==> src/rtl/dma_pkg.sv <==
// Shared DMA types: AXI request/response structs, read-streamer state enum
// and address/byte-count typedefs.
package dma_pkg;

    localparam int AXI_ADDR_W       = 32;
    localparam int AXI_DATA_BYTES   = 64;
    localparam int AXI_4KB_BOUNDARY = 4096;

    typedef logic [AXI_ADDR_W-1:0] axi_addr_t;
    typedef logic [31:0]           dma_bytes_t;

    typedef struct packed {
        axi_addr_t                 addr;
        logic [7:0]                alen;
        logic [2:0]                size;
        logic [AXI_DATA_BYTES-1:0] strb;
        logic                      valid;
    } s_dma_axi_req_t;

    typedef struct packed {
        logic ready;
    } s_dma_axi_resp_t;

    typedef enum logic [1:0] {
        ST_IDLE,
        ST_CALC,
        ST_ISSUE,
        ST_DONE
    } dma_rd_strm_st_t;

endpackage

==> src/rtl/dma_rd_streamer_if.sv <==
// Read-request channel between the read streamer and the DMA AXI port.
interface dma_rd_streamer_if;
    import dma_pkg::*;

    s_dma_axi_req_t  req;
    s_dma_axi_resp_t resp;

    modport master (output req, input resp);
    modport slave  (input req, output resp);

endinterface

==> src/rtl/dma_burst_calc.sv <==
// Combinational splitter: next AXI request (alen/size/strb/bytes) for a
// given current address and remaining byte count.
module dma_burst_calc
    import dma_pkg::*;
#(
    parameter int ADDR_WIDTH      = 32,
    parameter int BYTES_WIDTH     = 32,
    parameter int DATA_BYTES      = 64,
    parameter int MAX_BURST_BEATS = 256
) (
    input  logic [ADDR_WIDTH-1:0]  cur_addr,
    input  logic [BYTES_WIDTH-1:0] rem,
    output logic [7:0]             alen,
    output logic [2:0]             size,
    output logic [DATA_BYTES-1:0]  strb,
    output logic [BYTES_WIDTH-1:0] req_bytes
);

    localparam int LOG = $clog2(DATA_BYTES);

    logic [ADDR_WIDTH-1:0]  off;
    logic [BYTES_WIDTH-1:0] rem_beats;
    logic [12:0]            page_beats;
    logic [8:0]             beats;
    logic [2:0]             nsize;
    logic [DATA_BYTES-1:0]  nstrb;
    logic                   burst_ok;
    int                     off_i;
    int                     nbytes;

    always_comb begin
        off        = cur_addr & ADDR_WIDTH'(DATA_BYTES - 1);
        burst_ok   = (off == '0) && (rem >= BYTES_WIDTH'(DATA_BYTES));
        rem_beats  = rem >> LOG;
        page_beats = (13'(AXI_4KB_BOUNDARY) - {1'b0, cur_addr[11:0]}) >> LOG;

        // Beats limited by remaining data, burst cap and distance to the 4 KB page end
        beats = 9'(MAX_BURST_BEATS);
        if (rem_beats < BYTES_WIDTH'(MAX_BURST_BEATS)) beats = 9'(rem_beats);
        if (page_beats < 13'(beats)) beats = 9'(page_beats);

        // Alignment and fit are both monotone in s, so the last hit is the largest
        nsize = '0;
        for (int s = 0; s <= LOG; s++) begin
            if (((cur_addr & ADDR_WIDTH'((1 << s) - 1)) == '0) &&
                (BYTES_WIDTH'(1 << s) <= rem))
                nsize = 3'(s);
        end

        off_i  = int'(off);
        nbytes = 1 << nsize;
        nstrb  = '0;
        for (int i = 0; i < DATA_BYTES; i++)
            nstrb[i] = (i >= off_i) && (i < off_i + nbytes);

        if (burst_ok) begin
            alen      = 8'(beats - 9'd1);
            size      = 3'(LOG);
            strb      = '1;
            req_bytes = BYTES_WIDTH'(beats) << LOG;
        end else begin
            alen      = '0;
            size      = nsize;
            strb      = nstrb;
            req_bytes = BYTES_WIDTH'(1) << nsize;
        end
    end

endmodule

==> src/rtl/dma_rd_streamer.sv <==
// DMA read streamer: turns one (address, byte count) descriptor into a
// sequence of AXI read requests split at 4 KB, burst limit and misalignment.
module dma_rd_streamer
    import dma_pkg::*;
#(
    parameter int ADDR_WIDTH      = 32,
    parameter int BYTES_WIDTH     = 32,
    parameter int DATA_BYTES      = 64,
    parameter int MAX_BURST_BEATS = 256
) (
    input  logic                   clk,
    input  logic                   rst,
    input  logic                   start_i,
    input  logic [ADDR_WIDTH-1:0]  src_addr_i,
    input  logic [BYTES_WIDTH-1:0] num_bytes_i,
    input  logic                   dma_active_i,
    input  logic                   clear_dma_i,
    dma_rd_streamer_if.master      dma_axi_rd,
    output logic                   busy_o,
    output logic                   done_o
);

    dma_rd_strm_st_t        state;
    s_dma_axi_req_t         req_q;
    logic [ADDR_WIDTH-1:0]  cur_addr;
    logic [BYTES_WIDTH-1:0] rem;
    logic [BYTES_WIDTH-1:0] req_bytes_q;

    logic [7:0]             calc_alen;
    logic [2:0]             calc_size;
    logic [DATA_BYTES-1:0]  calc_strb;
    logic [BYTES_WIDTH-1:0] calc_bytes;

    dma_burst_calc #(
        .ADDR_WIDTH      (ADDR_WIDTH),
        .BYTES_WIDTH     (BYTES_WIDTH),
        .DATA_BYTES      (DATA_BYTES),
        .MAX_BURST_BEATS (MAX_BURST_BEATS)
    ) u_calc (
        .cur_addr  (cur_addr),
        .rem       (rem),
        .alen      (calc_alen),
        .size      (calc_size),
        .strb      (calc_strb),
        .req_bytes (calc_bytes)
    );

    assign dma_axi_rd.req = req_q;

    always_ff @(posedge clk) begin
        if (rst) begin
            state  <= ST_IDLE;
            req_q  <= '0;
            busy_o <= 1'b0;
            done_o <= 1'b0;
        end else begin
            done_o <= 1'b0;
            // Abort beats everything, including a handshake in the same cycle
            if (clear_dma_i || !dma_active_i) begin
                state       <= ST_IDLE;
                req_q.valid <= 1'b0;
                busy_o      <= 1'b0;
            end else begin
                case (state)
                    ST_IDLE: begin
                        if (start_i) begin
                            cur_addr <= src_addr_i;
                            rem      <= num_bytes_i;
                            busy_o   <= 1'b1;
                            if (num_bytes_i == '0) begin
                                state  <= ST_DONE;
                                done_o <= 1'b1;
                            end else begin
                                state <= ST_CALC;
                            end
                        end
                    end
                    ST_CALC: begin
                        req_q.addr  <= cur_addr;
                        req_q.alen  <= calc_alen;
                        req_q.size  <= calc_size;
                        req_q.strb  <= calc_strb;
                        req_q.valid <= 1'b1;
                        req_bytes_q <= calc_bytes;
                        state       <= ST_ISSUE;
                    end
                    ST_ISSUE: begin
                        if (dma_axi_rd.resp.ready) begin
                            req_q.valid <= 1'b0;
                            cur_addr    <= cur_addr + ADDR_WIDTH'(req_bytes_q);
                            rem         <= rem - req_bytes_q;
                            if (rem == req_bytes_q) begin
                                state  <= ST_DONE;
                                done_o <= 1'b1;
                            end else begin
                                state <= ST_CALC;
                            end
                        end
                    end
                    ST_DONE: begin
                        busy_o <= 1'b0;
                        state  <= ST_IDLE;
                    end
                    default: state <= ST_IDLE;
                endcase
            end
        end
    end

endmodule

==> src/flat_wrapper.sv <==
// flat-port wrapper written by rule: the top's interface ports become plain ports
module dma_rd_streamer_flat import dma_pkg::*;
#(
    parameter int ADDR_WIDTH      = 32,
    parameter int BYTES_WIDTH     = 32,
    parameter int DATA_BYTES      = 64,
    parameter int MAX_BURST_BEATS = 256
)
  (clk, rst, start_i, src_addr_i, num_bytes_i, dma_active_i, clear_dma_i, busy_o, done_o, dma_axi_rd_req, dma_axi_rd_resp);
  dma_rd_streamer_if dma_axi_rd_i ();
  input  logic clk;
  input  logic rst;
  input  logic start_i;
  input  logic [ADDR_WIDTH-1:0] src_addr_i;
  input  logic [BYTES_WIDTH-1:0] num_bytes_i;
  input  logic dma_active_i;
  input  logic clear_dma_i;
  output logic busy_o;
  output logic done_o;
  output wire logic [$bits(dma_axi_rd_i.req)-1:0] dma_axi_rd_req;
  input wire logic [$bits(dma_axi_rd_i.resp)-1:0] dma_axi_rd_resp;
  assign dma_axi_rd_req = dma_axi_rd_i.req;
  assign dma_axi_rd_i.resp = dma_axi_rd_resp;
  dma_rd_streamer #(.ADDR_WIDTH(ADDR_WIDTH), .BYTES_WIDTH(BYTES_WIDTH), .DATA_BYTES(DATA_BYTES), .MAX_BURST_BEATS(MAX_BURST_BEATS)) u_core (.clk(clk), .rst(rst), .start_i(start_i), .src_addr_i(src_addr_i), .num_bytes_i(num_bytes_i), .dma_active_i(dma_active_i), .clear_dma_i(clear_dma_i), .dma_axi_rd(dma_axi_rd_i), .busy_o(busy_o), .done_o(done_o));
endmodule
==> config.mk <==
export PLATFORM = sky130hd
export DESIGN_NAME = dma_rd_streamer_flat
export DESIGN_NICKNAME = d
export VERILOG_FILES = /design/src/rtl/dma_pkg.sv /design/src/rtl/dma_rd_streamer_if.sv /design/src/rtl/dma_burst_calc.sv /design/src/rtl/dma_rd_streamer.sv /design/src/flat_wrapper.sv
export SDC_FILE = /design/constraint.sdc
export NUM_CORES = 1
export LEC_CHECK = 0
export BUFFER_PORTS_ARGS = -buffer_cell sky130_fd_sc_hd__clkbuf_2
export CORE_ASPECT_RATIO = 0.5
export CORE_MARGIN = 3
export CORE_UTILIZATION = 30
export DETAILED_ROUTE_END_ITERATION = 8
export HOLD_SLACK_MARGIN = 0.06
export PLACE_DENSITY_LB_ADDON = 0.3
export SETUP_SLACK_MARGIN = 0.15
export SLEW_MARGIN = 20
export SYNTH_ARGS = -nofsm -noshare
export SYNTH_HDL_FRONTEND = slang
export SYNTH_SLANG_ARGS = --single-unit
==> constraint.sdc <==
create_clock -name clk -period 10.09 [get_ports clk]
set_clock_uncertainty 0.15 [all_clocks]
set_input_delay 0 -clock clk [delete_from_list [all_inputs] [get_ports clk]]
set_output_delay 0 -clock clk [all_outputs]
set_load 0.05 [all_outputs]
Word level (Yosys, flattened, before mapping)
Cells that the tools add are included.
{"block": "totals", "regBits": 208, "latchBits": 0, "ram_bits": 0, "rom_bits": 0, "input_bits": 70, "output_inout_bits": 110, "word_cells": 286, "memories": 0}
{"block": "op_classes", "addsub": 5, "multipliers": 0, "div": 0, "magnitude_cmp": 137, "n_eq_ne": 6, "shifts": 1, "mux": 32, "bitwise": 2, "reduce_logical": 91}
{"operator": "$lt A7 B32 Y1 const A", "count": 32}
{"operator": "$lt A6 B32 Y1 const A", "count": 16}
{"operator": "$lt A5 B32 Y1 const A", "count": 8}
{"operator": "$logic_not A32 Y1", "count": 7}
{"operator": "$ge A6 B6 Y1 const A", "count": 32}
{"operator": "$lt A4 B32 Y1 const A", "count": 4}
{"operator": "$mux W32", "count": 4}
{"operator": "$pmux W32 S2", "count": 2}
{"operator": "$ge A5 B6 Y1 const A", "count": 16}
{"operator": "$logic_and A1 B1 Y1", "count": 71}
{"operator": "$lt A3 B32 Y1 const A", "count": 2}
{"operator": "$mux W64", "count": 1}
{"operator": "$ge A4 B6 Y1 const A", "count": 8}
{"operator": "$add A32 B32 Y32", "count": 1}
{"operator": "$add A7 B32 Y32", "count": 1}
{"operator": "$eq A32 B32 Y1", "count": 1}
{"operator": "$ge A32 B7 Y1 const B", "count": 1}
{"operator": "$le A2 B32 Y1 const A", "count": 1}
{"operator": "$le A3 B32 Y1 const A", "count": 1}
{"operator": "$le A4 B32 Y1 const A", "count": 1}
{"operator": "$le A5 B32 Y1 const A", "count": 1}
{"operator": "$le A6 B32 Y1 const A", "count": 1}
{"operator": "$le A7 B32 Y1 const A", "count": 1}
{"operator": "$lt A1 B32 Y1 const A", "count": 1}
{"operator": "other kinds (30)", "count": 60}

Longest topological paths before layout
Gate-level depths: netlist (run 1).
{"block": "logic_depth", "ltp_word": 13, "depth_mapped": 20, "mapped_depth_nobuf": 18}

Modules after synthesis
From an unflattened synthesis (run 1), not the netlist that was laid out.
{"block": "unflattened", "cells_unflattened": 1756, "hier_area_um2": 13913.3}
{"mod": "dma_rd_streamer", "n_inst": 1, "cells_per_inst": 1290, "area_each_um2": 11144.4, "seq_area_each_um2": 5124.9}
{"mod": "dma_burst_calc", "n_inst": 1, "cells_per_inst": 466, "area_each_um2": 2768.9, "seq_area_each_um2": 0.0}

Worst setup path after synthesis (run 1)
OpenSTA, ideal clock, no wires.
{"block": "synth_timing", "path_kind": "register -> register", "start": "register u_core.state[1]", "end": "register u_core.cur_addr[0] (enable)", "setup_ns": 0.565, "t_arrival_ns": 4.878, "required_time_ns": 9.375, "setup_slack_ns": 4.497, "stages_incl_launch_ff": 4, "n_path_buf": 0, "period_less_slack_ns": 5.593, "path_cell_list": "dfxtp_1 nor2b_1 a21oi_1 nor3_1"}
{"block": "synth_via", "elab_chain_cells": 3, "word_cells_on_any_way": 6, "cone_classes": "eq/ne: 3; reduce/logical: 3"}
{"element": "start, declared", "line_no": "dma_rd_streamer.sv:23", "rtl": "dma_rd_strm_st_t state;"}
{"element": "start signal, assigned", "line_no": "dma_rd_streamer.sv:52", "rtl": "state <= ST_IDLE;"}
{"element": "start signal, assigned", "line_no": "dma_rd_streamer.sv:60", "rtl": "state <= ST_IDLE;"}
{"element": "start signal, assigned", "line_no": "dma_rd_streamer.sv:71", "rtl": "state <= ST_DONE;"}
{"element": "$eq A2 B2 Y1 / $logic_not A2 Y1 (equally long branches)", "line_no": "dma_rd_streamer.sv:64", "rtl": "case (state)"}
{"element": "$ne A2 B2 Y1 (no source line) / $reduce_bool A2 Y1 (equally long branches)"}
{"element": "$reduce_and A5 Y1 (no source line) *"}
{"element": "end signal, assigned", "line_no": "dma_rd_streamer.sv:67", "rtl": "cur_addr <= src_addr_i;"}
{"element": "end signal, assigned", "line_no": "dma_rd_streamer.sv:90", "rtl": "cur_addr <= cur_addr + ADDR_WIDTH'(req_bytes_q);"}
{"element": "end, declared", "line_no": "dma_rd_streamer.sv:25", "rtl": "logic [ADDR_WIDTH-1:0] cur_addr;"}
Every way passes the cells marked *; elsewhere a longest branch is shown, timed or not.
A chain may end at the register's enable or synchronous reset.

==> results.ini, run 1 <==
[power]
ir_drop_mv=0.0991
power.density_nw_per_um2=120
totalPowerFinal_w=0.00163
p_leak_nw=5.40

[floorplan]
dieWidth_um=276
die_area_um2=39000
die_y_um=141
rows=48
io_pins=180
start_util_pct=31.1
design.core.area_um2=35300

[critical_path]
regToRegSetupSlack_ns=3.56
reg2reg_depth=18
worstReg2RegEnd=u_core.dma_axi_rd.req[37]
worstReg2RegStart=u_core.rem[19]
worst_setup_path_end_kind=register
path_max_fanout=17
start_kind=register
setup.worst_path.start=u_core.rem[19]
crit_type=reg2reg
endpoint=u_core.dma_axi_rd.req[37]
required_ns=10.30
cp.arrival_ns=6.74

[worst_hold_path]
holdCritPathClass=in2reg

[global_route]
grt_max_degree=75
grt_pass1_wl_um=58500
gr-usage-all-layers_pct=18.9
antenna_found_initial=2
grt-ovfl-total=0
grt_pass1_vias=10300

[place]
pre_cts_slack_ns=3.69
dp_hpwl_um=27100
gp_congestion=0.917
io_buffers=179
dpl_cell_area_um2=12300

[clock_network]
cts_tree=built
root_buffer=clkbuf_16
cts.repair.resized=0
numClockSinks=191
cts.clk_slew.worst_paths_ns=0.08
post_cts_buffers=0
clockBufferDepth=2
htreeDepth=4
numCtsBuffers=17
clk_latency_ns=0.46

[run_status]
status=complete, no violations

[logic_synthesis]
synth_area_leaders=edfxtp_1 22%, dfxtp_1 20%, nand2_1 7.2%
ys_ff_latch=191
syn_area_per_cell_um2=8.44
async_reset_ff_share_pct=0
yosysWarnings=0
synth_area_um2=11000
ys.flop_type=dfxtp_1
synth_cell_type_count=72
syn_inst=1300
synth_edf_count=79
synth_area_leader_cell=edfxtp_1
synth_top_area_share_pct=21.6
ys_seq_area_share_pct=42.1

[detailed_routing]
wl_per_cell_um=18.8
wirelength_um=37600
vias_per_cell=5.28
firstDrtPassIters=5
vias=10600
post-route-drc-count=0
detailedRoute.firstIterationViolations=974
ant_nets=0

[sta]
fin_crit_sh_pct=64.7
slew_violations=0
setup_ws_ns=3.56
finalSetupViolCount=0
fin_crit_ns=6.53
maxSlewHeadroom_pct=38.4
whs_ns=0.105
fin_tns_setup_ns=0
grt_setup_unrepaired=false
hold_viol=0
tightest_slew_ns=0.924
fmax_mhz=153

[final_layout]
stdcell_area_um2=13600
nets=1629
syn2layout_area_growth_pct=23.9
antennaDiodeCount=0
layout-drive-gt1-share_pct=16.3

[job]
maxCapViolCount=0

## critical path, cell delays in order (launching register included)
cell,delay (ns)
edfxtp_1,0.44
nor4_1,0.36
nand2_1,0.34
nor4_4,0.75
nand3b_1,0.28
mux2i_1,0.19
nor2_1,0.30
o22a_1,0.29
a21oi_1,0.07
ha_1,0.25
fa_1,0.44
a21o_1,0.18
a21oi_1,0.39
a2bb2oi_1,0.23
o211ai_1,0.17
o21ai_4,0.23
nand3_1,0.55
or3b_1,0.54
a32o_1,0.26
## cells in the final DEF (no fill, tap or decap), types with 15 or more instances in the layout
cell type	instances
a211oi_1	17
a21o_1	18
a21oi_1	120
buf_4	15
clkbuf_16	17
clkbuf_2	178
dfxtp_1	112
dlygate4sd3_1	72
edfxtp_1	79
ha_1	43
inv_1	41
nand2_1	210
nand3_1	42
nor2_1	109
nor3_1	21
nor4_1	16
o211ai_1	17
o21ai_0	111
o22ai_1	32
xnor2_1	34
xor2_1	36
## per-stage QoR
stage               util, %  std cells
finish                 38.5       2001
global route           38.5       2001
CTS                    38.5       2001
detailed placement     34.9       1897
global placement       34.9       1897
floorplan                 -       1301
## state kept, by name, summed over array words and instances (netlist names)
register and flops:
u_core.done_o 1, u_core.rem 32, u_core.cur_addr 32, u_core.state 2
u_core.req_bytes_q 15, u_core.busy_o 1, u_core.dma_axi_rd.req 108
## metal layers
metal	global-route usage, %	wire length [um]	vias up
met2	30.8	17700	276
met1	25.1	17100	5091
met4	6.21	1060	0
met3	4.22	1760	71
li1	-	-	5131
met5	0	0	-
## power by group
group,leakage (nW),total (W),internal (W),switching (W)
registers,1.61,0.000819,0.000811,0.00000825
logic,3.51,0.000149,0.0000586,0.0000906
clock network,0.282,0.000666,0.000329,0.000337
total,5.40,0.00163,0.00120,0.000436
## synth_stat cells, types with 6 or more instances
| library cell | number |
|---|---|
| nor2_1 | 111 |
| xor2_1 | 36 |
| nor3_1 | 22 |
| o21ai_0 | 111 |
| and3_1 | 8 |
| a21oi_1 | 120 |
| a211oi_1 | 17 |
| and2_1 | 10 |
| nor2b_1 | 7 |
| o22ai_1 | 32 |
| o221ai_1 | 8 |
| o31ai_1 | 6 |
| ha_1 | 43 |
| nand4_1 | 11 |
| nand3_1 | 42 |
| edfxtp_1 | 79 |
| nor4_1 | 16 |
| nand2_1 | 210 |
| dfxtp_1 | 112 |
| inv_1 | 41 |
| a31oi_1 | 7 |
| nand2b_1 | 6 |
| o211ai_1 | 17 |
| a21o_1 | 18 |
| clkbuf_1 | 61 |
| buf_2 | 6 |
| xnor2_1 | 34 |
| mux2i_1 | 11 |
## how the worst min path moves through the flow
stage / from / depth (start not counted) / end / slack, ns
floorplan: num_bytes_i[12] / 2 / u_core.rem[12] / 0.03
global route: clear_dma_i / 6 / u_core.dma_axi_rd.req[89] / 0.13
global placement: src_addr_i[29] / 3 / u_core.cur_addr[29] / 0.13
finish: clear_dma_i / 6 / u_core.dma_axi_rd.req[89] / 0.11
detailed placement: src_addr_i[31] / 3 / u_core.cur_addr[31] / 0.13
CTS: clear_dma_i / 6 / u_core.dma_axi_rd.req[102] / 0.08
## final cells by class
class,count,area [um2]
Sequential cell,191,4610
Multi-Input combinational cell,996,5930
Clock inverter,14,139
Tap cell,475,594
Timing Repair Buffer,266,1730
Inverter,41,154
Fill cell,3571,21700
Clock buffer,18,429
## cell families after synthesis
| group | synth area share [%] |
|---|---|
| compound gates | 21.8 |
| xor+xnor | 5.59 |
| fa+ha+maj | 5.45 |
| buf+inv | 4.07 |
| flops | 42.1 |
| mux | 1.21 |
| other cells | 0.0342 |
| simple gates | 19.8 |
## timing repair
item	CTS	global route
hold buffers	72	0
endpoints found under the hold margin	96	0
setup endpoints to repair	0	0
Note: power is estimated with default switching activity, not from simulation.
==> run 2, diff against run 1 <==
==> constraint.sdc (replaced) <==
create_clock -name clk -period 6.8 [get_ports clk]
set_clock_uncertainty 0.15 [all_clocks]
set_input_delay 0 -clock clk [delete_from_list [all_inputs] [get_ports clk]]
set_output_delay 0 -clock clk [all_outputs]
set_load 0.05 [all_outputs]
==> results.ini, run 2 (synthesis results as in run 1) <==
[detailed_routing]
post-route-drc-count=0
routed.top_layer=met4
dr_wl_met3_um=1910
detailedRoute.firstIterationViolations=929
routed-wl-met2_um=18000
ant_nets=0
met1Wirelength_um=17100
vias=10600
wl_per_cell_um=18.9
firstDrtPassIters=5
wirelength_um=37900
vias_per_cell=5.27

[critical_path]
cp_num_buf_inv=0
crit_type=reg2reg
cpMaxStageDelayCell=nand2_1
crit_family=simple AND/OR/NAND/NOR gates
crit_chain=nor4_1 -> nand4_1 -> nor4_4 -> nand3b_1 -> mux2i_1 -> nor2_1 -> o22a_1 -> a21oi_1 -> ha_1 -> fa_1 -> a21o_1 -> a21oi_1 -> a41oi_1 -> nor4_4 -> nand2_1 -> nand2_1 -> o22ai_1
start_kind=register
cp.arrival_ns=5.89
required_ns=6.98
path_max_fanout=12
worst_setup_path_end_kind=register
critical_path.max_stage_delay_ns=0.47

[final_layout]
largest_register_ffs=108
syn2layout_area_growth_pct=24.2
stdcell_area_um2=13600
nets=1634
fillers=3645
layout-drive-gt1-share_pct=16.5
antennaDiodeCount=0
final_common_cell=nand2_1
utilization_pct=38.6
final_cell_mix=210 x nand2_1, 178 x clkbuf_2, 120 x a21oi_1

[sta]
finalSetupViolCount=0
maxSlewHeadroom_pct=32.3
fmax_mhz=175
whs_ns=0.0869
setup_ws_ns=1.09
grt_setup_unrepaired=false
fin_crit_ns=5.71
hold_viol=0
slew_violations=0
fin_crit_sh_pct=84.0
tightest_slew_ns=1.01
fin_tns_setup_ns=0

[global_route]
grt_max_degree=77
antenna_found_initial=1
grt_pass1_vias=10100
grt_pass1_wl_um=58400
grt-ovfl-total=0
gr-usage-all-layers_pct=19.0

[floorplan]
design.core.area_um2=35300
die_y_um=141
start_util_pct=31.1
rows=48
die_area_um2=39000
io_pins=180
dieWidth_um=276

[place]
pre_cts_slack_ns=1.14
gp_congestion=0.899
dpl_cell_area_um2=12300
io_buffers=179
dp_hpwl_um=27100

[clock_network]
cts_tree=built
htreeDepth=4
numClockSinks=191
clockBufferDepth=2
clk_latency_ns=0.46
cts.clk_slew.worst_paths_ns=0.08
cts.repair.resized=0
root_buffer=clkbuf_16
post_cts_buffers=0
numCtsBuffers=17

[power]
p_leak_nw=5.42
ir_drop_mv=0.142
power.density_nw_per_um2=179

[job]
maxCapViolCount=0

[worst_hold_path]
holdCritPathClass=in2reg

[run_status]
status=complete, no violations

-- run 2: final cells by class --
class	instances	area [um2]	share of cell area (%)
Tap cell	475	594	4.36
Clock inverter	12	96.3	0.707
Sequential cell	191	4610	33.9
Inverter	41	154	1.13
Timing Repair Buffer	271	1770	13.0
Clock buffer	20	468	3.43
Multi-Input combinational cell	996	5930	43.5
-- run 2: stage by stage --
| step | std cells | power, W |
|---|---|---|
| floorplan | 1301 | 0.00136 |
| CTS | 2006 | 0.00245 |
| finish | 2006 | 0.00243 |
| global route | 2006 | 0.00252 |
| global placement | 1902 | 0.00143 |
| detailed placement | 1902 | 0.00143 |
-- run 2: timing repair --
item | in CTS | in global routing
hold endpoints to repair | 93 | 0
endpoints found under the setup margin | 0 | 0
hold buffers | 72 | 0
-- run 2: path summary, 6_finish.rpt --
kind | startpoint | to | slack, ns | depth (start not counted)
worst max-delay path | u_core.rem[16] | u_core.dma_axi_rd.req[31] | 1.09 | 17
worst min register to register | u_core.dma_axi_rd.req[40] | u_core.dma_axi_rd.req[40] | 0.29 | 2
worst min-delay path | clear_dma_i | u_core.dma_axi_rd.req[88] | 0.09 | 6
worst max register to register | u_core.rem[16] | u_core.dma_axi_rd.req[31] | 1.09 | 17
-- run 2: worst register-to-register path: stages (launching register included) --
cell	delay, ns
edfxtp_1	0.45
nor4_1	0.32
nand4_1	0.32
nor4_4	0.40
nand3b_1	0.24
mux2i_1	0.18
nor2_1	0.26
o22a_1	0.29
a21oi_1	0.07
ha_1	0.25
fa_1	0.44
a21o_1	0.18
a21oi_1	0.38
a41oi_1	0.26
nor4_4	0.36
nand2_1	0.40
nand2_1	0.48
o22ai_1	0.16
-- run 2: layer usage --
layer	global-route usage, %	vias to the layer above
li1	-	5144
met1	25.2	5052
met2	31.7	314
met3	3.84	65
met4	5.41	0
met5	0	-
-- run 2: where the power goes --
group          switching [W]  internal [W]  leakage, nW  total, W
combinational       0.000134     0.0000876         3.53  0.000222
sequential         0.0000112       0.00120         1.61   0.00121
clock               0.000488      0.000509        0.281  0.000997
